### src/rtl/rv32i_run_monitor_if.sv
// Run-monitor signal bundle between the SoC top (master) and rv32i_run_monitor (slave).
// With RUN_MON_INSTRET_EN defined the bundle also carries instret_o.
interface rv32i_run_monitor_if #(
  parameter int unsigned CNT_W = 32
);
  logic [31:0]      inst_i;
  logic             inst_valid_i;
  logic [CNT_W-1:0] timeout_lim_i;
  logic             core_resetn_o;
  logic             running_o;
  logic             done_o;
  logic             timeout_o;
  logic [CNT_W-1:0] cycle_cnt_o;
`ifdef RUN_MON_INSTRET_EN
  logic [CNT_W-1:0] instret_o;

  modport master (
    output inst_i, inst_valid_i, timeout_lim_i,
    input  core_resetn_o, running_o, done_o, timeout_o, cycle_cnt_o, instret_o
  );
  modport slave (
    input  inst_i, inst_valid_i, timeout_lim_i,
    output core_resetn_o, running_o, done_o, timeout_o, cycle_cnt_o, instret_o
  );
`else
  modport master (
    output inst_i, inst_valid_i, timeout_lim_i,
    input  core_resetn_o, running_o, done_o, timeout_o, cycle_cnt_o
  );
  modport slave (
    input  inst_i, inst_valid_i, timeout_lim_i,
    output core_resetn_o, running_o, done_o, timeout_o, cycle_cnt_o
  );
`endif
endinterface

### src/rtl/rv32i_run_monitor.sv
// RV32i run controller: core reset sequencing, halt detection, pipeline drain and watchdog.
// Optional retired-fetch counter instret_o enabled by defining RUN_MON_INSTRET_EN.
module rv32i_run_monitor #(
  parameter logic [31:0] HALT_INSN    = 32'h0000006F,
  parameter int unsigned HALT_REPEAT  = 1,
  parameter int unsigned RESET_CYCLES = 5,
  parameter int unsigned DRAIN_CYCLES = 5,
  parameter int unsigned CNT_W        = 32
) (
  input logic               clk_i,
  input logic               rst_i,
  rv32i_run_monitor_if.slave mon
);
  localparam int unsigned MW = $clog2(HALT_REPEAT + 1);
  localparam int unsigned DW = (DRAIN_CYCLES == 0) ? 1 : $clog2(DRAIN_CYCLES + 1);
  localparam int unsigned RW = (RESET_CYCLES < 2) ? 1 : $clog2(RESET_CYCLES);

  typedef enum logic [2:0] {RST_HOLD, RUN, DRAIN, DONE, TIMEOUT} state_e;

  state_e           state_q;
  logic [RW-1:0]    rst_cnt_q;
  logic [MW-1:0]    match_q;
  logic [DW-1:0]    drain_q;
  logic             core_resetn_q, running_q, done_q, timeout_q;
  logic [CNT_W-1:0] cycle_cnt_q, cycle_cnt_d;
  logic             match_valid, halt_hit, wdog_hit;
`ifdef RUN_MON_INSTRET_EN
  logic [CNT_W-1:0] instret_q, instret_d;
`endif

  always_comb begin
    cycle_cnt_d = (cycle_cnt_q == '1) ? cycle_cnt_q : cycle_cnt_q + CNT_W'(1);
    match_valid = mon.inst_valid_i && (mon.inst_i == HALT_INSN);
    halt_hit    = match_valid && (match_q == MW'(HALT_REPEAT - 1));
    wdog_hit    = (mon.timeout_lim_i != '0) &&
                  (cycle_cnt_q == mon.timeout_lim_i - CNT_W'(1));
`ifdef RUN_MON_INSTRET_EN
    instret_d   = instret_q;
    if (mon.inst_valid_i && (instret_q != '1)) instret_d = instret_q + CNT_W'(1);
`endif
  end

  always_ff @(posedge clk_i or posedge rst_i) begin
    if (rst_i) begin
      state_q       <= RST_HOLD;
      rst_cnt_q     <= '0;
      match_q       <= '0;
      drain_q       <= '0;
      core_resetn_q <= 1'b0;
      running_q     <= 1'b0;
      done_q        <= 1'b0;
      timeout_q     <= 1'b0;
      cycle_cnt_q   <= '0;
`ifdef RUN_MON_INSTRET_EN
      instret_q     <= '0;
`endif
    end else begin
      case (state_q)
        RST_HOLD: begin
          if (rst_cnt_q == RW'(RESET_CYCLES - 1)) begin
            state_q       <= RUN;
            core_resetn_q <= 1'b1;
            running_q     <= 1'b1;
          end else begin
            rst_cnt_q <= rst_cnt_q + RW'(1);
          end
        end
        RUN: begin
          cycle_cnt_q <= cycle_cnt_d;
`ifdef RUN_MON_INSTRET_EN
          instret_q   <= instret_d;
`endif
          // Halt completion is tested before the watchdog so a same-cycle tie resolves to halt.
          if (halt_hit) begin
            match_q <= '0;
            if (DRAIN_CYCLES == 0) begin
              state_q   <= DONE;
              running_q <= 1'b0;
              done_q    <= 1'b1;
            end else begin
              state_q <= DRAIN;
            end
          end else begin
            if (match_valid)             match_q <= match_q + MW'(1);
            else if (mon.inst_valid_i)   match_q <= '0;
            if (wdog_hit) begin
              state_q       <= TIMEOUT;
              running_q     <= 1'b0;
              core_resetn_q <= 1'b0;
              timeout_q     <= 1'b1;
            end
          end
        end
        DRAIN: begin
          cycle_cnt_q <= cycle_cnt_d;
          // DRAIN spans DRAIN_CYCLES+1 cycles, so done_o lands DRAIN_CYCLES+1 clocks after the halt edge.
          if (drain_q == DW'(DRAIN_CYCLES)) begin
            state_q   <= DONE;
            running_q <= 1'b0;
            done_q    <= 1'b1;
          end else begin
            drain_q <= drain_q + DW'(1);
          end
        end
        DONE, TIMEOUT: ;
        default: state_q <= RST_HOLD;
      endcase
    end
  end

  assign mon.core_resetn_o = core_resetn_q;
  assign mon.running_o     = running_q;
  assign mon.done_o        = done_q;
  assign mon.timeout_o     = timeout_q;
  assign mon.cycle_cnt_o   = cycle_cnt_q;
`ifdef RUN_MON_INSTRET_EN
  assign mon.instret_o     = instret_q;
`endif
endmodule
### src/flat_wrapper.sv
// flat-port wrapper written by rule: the top's interface ports become plain ports
module rv32i_run_monitor_flat 
#(
  parameter logic [31:0] HALT_INSN    = 32'h0000006F,
  parameter int unsigned HALT_REPEAT  = 1,
  parameter int unsigned RESET_CYCLES = 5,
  parameter int unsigned DRAIN_CYCLES = 5,
  parameter int unsigned CNT_W        = 32
)
  (clk_i, rst_i, mon_inst_i, mon_inst_valid_i, mon_timeout_lim_i, mon_core_resetn_o, mon_running_o, mon_done_o, mon_timeout_o, mon_cycle_cnt_o);
  rv32i_run_monitor_if #(.CNT_W(CNT_W)) mon_i ();
  input logic clk_i;
  input logic rst_i;
  input wire logic [$bits(mon_i.inst_i)-1:0] mon_inst_i;
  input wire logic [$bits(mon_i.inst_valid_i)-1:0] mon_inst_valid_i;
  input wire logic [$bits(mon_i.timeout_lim_i)-1:0] mon_timeout_lim_i;
  output wire logic [$bits(mon_i.core_resetn_o)-1:0] mon_core_resetn_o;
  output wire logic [$bits(mon_i.running_o)-1:0] mon_running_o;
  output wire logic [$bits(mon_i.done_o)-1:0] mon_done_o;
  output wire logic [$bits(mon_i.timeout_o)-1:0] mon_timeout_o;
  output wire logic [$bits(mon_i.cycle_cnt_o)-1:0] mon_cycle_cnt_o;
  assign mon_i.inst_i = mon_inst_i;
  assign mon_i.inst_valid_i = mon_inst_valid_i;
  assign mon_i.timeout_lim_i = mon_timeout_lim_i;
  assign mon_core_resetn_o = mon_i.core_resetn_o;
  assign mon_running_o = mon_i.running_o;
  assign mon_done_o = mon_i.done_o;
  assign mon_timeout_o = mon_i.timeout_o;
  assign mon_cycle_cnt_o = mon_i.cycle_cnt_o;
  rv32i_run_monitor #(.HALT_INSN(HALT_INSN), .HALT_REPEAT(HALT_REPEAT), .RESET_CYCLES(RESET_CYCLES), .DRAIN_CYCLES(DRAIN_CYCLES), .CNT_W(CNT_W)) u_core (.clk_i(clk_i), .rst_i(rst_i), .mon(mon_i));
endmodule
### config.mk
export PLATFORM = sky130hd
export DESIGN_NAME = rv32i_run_monitor_flat
export DESIGN_NICKNAME = d
export VERILOG_FILES = /design/src/rtl/rv32i_run_monitor_if.sv /design/src/rtl/rv32i_run_monitor.sv /design/src/flat_wrapper.sv
export SDC_FILE = /design/constraint.sdc
export NUM_CORES = 1
export LEC_CHECK = 0
export ABC_AREA = 1
export BUFFER_PORTS_ARGS = -buffer_cell sky130_fd_sc_hd__buf_2
export CORE_ASPECT_RATIO = 1.75
export CORE_MARGIN = 5
export CORE_UTILIZATION = 58
export DETAILED_ROUTE_END_ITERATION = 8
export PLACE_DENSITY = 0.89
export RECOVER_POWER = 100
export SLEW_MARGIN = 5
export SYNTH_ARGS = -nofsm -noshare
export SYNTH_HDL_FRONTEND = slang
export SYNTH_SLANG_ARGS = --single-unit
### constraint.sdc
create_clock -name clk_i -period 2.87 [get_ports clk_i]
set_input_delay 0.287 -clock clk_i [delete_from_list [all_inputs] [get_ports clk_i]]
set_output_delay 0.287 -clock clk_i [all_outputs]
set_load 0.02 [all_outputs]
==> results.sh <==
export IMPL_status="finished, violations left"
export IMPL_violations="max-capacitance violations, max-slew violations"
export IMPL_avgSynthCellArea_um2=6.65
export IMPL_vias=4245
export IMPL_required_ns=3.05
export IMPL_htreeDepth=2
export IMPL_synth_seq_cells=45
export IMPL_ys_async_sr_fraction=1.00
export IMPL_timing_rr_end="u_core.mon.cycle_cnt_o[29]"
export IMPL_post_cts_buffers=0
export IMPL_cp_cell_sequence="ha_1 > nand2_1 > nor3_1 > inv_2 > nor2_1 > inv_1 > nor2_1 > nand2_1 > nand2_4 > inv_4 > nand4_2 > nor2_2 > nand3_2 > nor2_1 > nand2_1 > nand2_1"
export IMPL_grt_max_degree=46
export IMPL_setup_ws_ns=0.357
export IMPL_place_ws_ns=0.455
export IMPL_synth_cell_type_count=34
export IMPL_pwr_share_comb=0.323
export IMPL_fmax_mhz=398
export IMPL_post_route_util=0.707
export IMPL_drtPass1Iterations=5
export IMPL_synth_fp_nets=662
export IMPL_synth_edf_count=0
export IMPL_period_needed_ns=2.51
export IMPL_hpwl_um=10800
export IMPL_cts_resized=0
export IMPL_min_from="mon_inst_i[28]"
export IMPL_syn_to_final_growth_pct=18.3
export IMPL_worst_slew_pin_slew_ns=2.43
export IMPL_cts_root_buf="clkbuf_16"
export IMPL_clk_pin_slew_ns=0.06
export IMPL_clockBufferDepth=2
export IMPL_period_share=0.876
export IMPL_fin_skew_ns=0.00639
export IMPL_die_height_um=119
export IMPL_final_hold_viol_count=0
export IMPL_drv_cap=1
export IMPL_grt_busiest_layer="met2"
export IMPL_overflow=0
export IMPL_setup_viol=0
export IMPL_slowest_delay_ns=0.45
export IMPL_synthCells=588
export IMPL_leakage_uw=0.00225
export IMPL_fin_area_um2=4620
export IMPL_grt_pass1_wl_um=20700
export IMPL_rsz0062_at_grt="no"
export IMPL_cts_buffers=5
export IMPL_p_seq_frac=0.375
export IMPL_cpMostUsedCell="nand2_1"
export IMPL_grt_usage=0.316
export IMPL_critical_path_slowest_cell="dfrtp_1"
export IMPL_drtAntennaViolNets=0
export IMPL_seq_area_um2=1130
export IMPL_die_x_um=72.0
export IMPL_drive_above_1_share=0.150
export IMPL_cell_internal_pwr_uw=1380
export IMPL_holdPathStages=6
export IMPL_cp_end_kind="flop"
export IMPL_design_die_area_um2=8540
export IMPL_place_area_um2=4530
export IMPL_nNetsFinal=771
export IMPL_syn_area_um2=3910
export IMPL_synthFlopType="dfrtp_1"
export IMPL_final_fill_count=591
export IMPL_r2r_start="u_core.mon.cycle_cnt_o[0]"
export IMPL_r2r_cells=16
export IMPL_slew_headroom=-0.622
export IMPL_yosysWarningCount=0
export IMPL_routed_wl_um=13100
export IMPL_rows=39
export IMPL_multiInputGateArea_um2=2470
export IMPL_hp_class="primary input to flop"
export IMPL_numPortBuffers=102
export IMPL_postCtsHoldBufs=0
export IMPL_startpoint_type="flop"
export IMPL_use_met2=0.586
export IMPL_p_switching_uw=813
export IMPL_antenna_found_initial=0
export IMPL_ir_drop_mv=0.630
export IMPL_num_antenna_cells=0
export IMPL_synth_seq_area_share=0.288
export IMPL_wl_per_cell_um=16.8
export IMPL_initial_core_util=0.598
export IMPL_clkLatencyLatePin_ns=0.29
export IMPL_path_class="flop to flop"
export IMPL_r2r_slack_ns=0.36
export IMPL_swShare=0.371
export IMPL_total_power_uw=2190
export IMPL_cp_max_fo=16
export IMPL_crit_start="u_core.mon.cycle_cnt_o[0]"
export IMPL_setup_tns_ns=0
export IMPL_p_clk_frac=0.302
export IMPL_arrival_ns=2.69
export IMPL_cellPowerDensity_nw_per_um2=475
export IMPL_ios=103
export IMPL_grt_pass1_vias=4418
export IMPL_final_max_slew_viol_count=46
export IMPL_crit_path_end="u_core.mon.cycle_cnt_o[29]"
export IMPL_cts_tree="yes"
export IMPL_viasPerCell=5.44
export IMPL_grt_met1_usage=0.304
export IMPL_drc=0
export IMPL_clock_sinks=45
export IMPL_place_congestion=0.991
export IMPL_first_iter_violations=258
export IMPL_grt_util_met3=0.0416
export IMPL_core_area_um2=6540
-- synth_stat cells (all sizes together) (2+ instances only) --
cell | n | area [um^2]
nor3 | 18 | 95.1
dfrtp | 45 | 1130
a21oi | 2 | 10.0
clkbuf | 3 | 11.3
xnor2 | 22 | 193
nor2 | 111 | 492
inv | 71 | 269
nand3 | 38 | 205
nand4 | 21 | 138
xor2 | 48 | 420
ha | 7 | 87.6
nand2 | 177 | 704
nor4 | 5 | 31.3
o21ai | 12 | 63.8
-- cell type report --
type	instances	area share
repair buffers	105	0.104
inverters	71	0.0582
well taps	82	0.0222
clock buffers	6	0.0279
clock inverters	2	0.00839
flip-flops and latches	45	0.244
multi-input cells	469	0.535
-- worst min-delay path by stage --
stage	endpoint	slack, ns
final	u_core.state_q[1]	0.46
after global routing	u_core.state_q[1]	0.52
after CTS	u_core.mon.cycle_cnt_o[1]	0.15
after detailed placement	u_core.mon.cycle_cnt_o[1]	0.46
after global placement	u_core.mon.cycle_cnt_o[1]	0.45
after floorplan	u_core.rst_cnt_q[2]	0.45
-- cells by family (layout without fill, tap and decap cells) --
logic type | Yosys count | count (layout) | share of synthesized area
flip-flops | 45 | 45 | 0.288
adder cells (fa/ha/maj) | 7 | 7 | 0.0224
AND/OR/NAND/NOR | 374 | 374 | 0.434
XOR/XNOR | 70 | 70 | 0.157
buffers and inverters | 74 | 184 | 0.0717
AO/OA/AOI/OAI | 18 | 18 | 0.0272
-- critical path, delay by kind of cell (launching register included) --
kind	cells	cell delay, ns
simple gates	12	1.43
flops	1	0.45
buf+inv	3	0.27
fa+ha+maj	1	0.25
-- state kept, by name, indices dropped and copies added (netlist names) --
name / cells
u_core.state_q: 3
u_core.mon.timeout_o: 1
u_core.mon.cycle_cnt_o: 32
u_core.mon.core_resetn_o: 1
u_core.rst_cnt_q: 3
u_core.mon.done_o: 1
u_core.drain_q: 3
u_core.mon.running_o: 1
-- placed cells by master (no fill, tap or decap), drive strengths merged, types with 2 or more instances in the layout --
cell / instances
dfrtp: 45
nor4: 5
xnor2: 22
clkinv: 2
a21oi: 2
o21ai: 12
nand2: 177
nand3: 38
nor3: 18
inv: 70
clkbuf: 43
ha: 7
nand4: 21
xor2: 48
nor2: 111
buf: 68
-- through the flow --
step                      hold slack (ns)  std cells
after floorplan                     0.445        588
after global placement              0.447        772
after detailed placement            0.458        772
after CTS                           0.147        780
after global routing                0.520        780
final                               0.457        780
-- power groups by stage --
| stage | sequential, uW | clock, uW | combinational [uW] |
|---|---|---|---|
| 4_1_cts | 816 | 665 | 729 |
| 6_report | 822 | 662 | 709 |
| 2_1_floorplan | 857 | 0 | 441 |
| 3_3_place_gp | 819 | 0 | 687 |
| 5_1_grt | 833 | 695 | 805 |
| 3_5_place_dp | 825 | 0 | 711 |
-- per-layer routing --
| metal | wire (um) | up-vias |
|---|---|---|
| met5 | 0 | - |
| met4 | 978 | 0 |
| met3 | 654 | 64 |
| met2 | 7130 | 191 |
| met1 | 4340 | 1921 |
| li1 | - | 2069 |
Power figures use the tool's default switching activity.
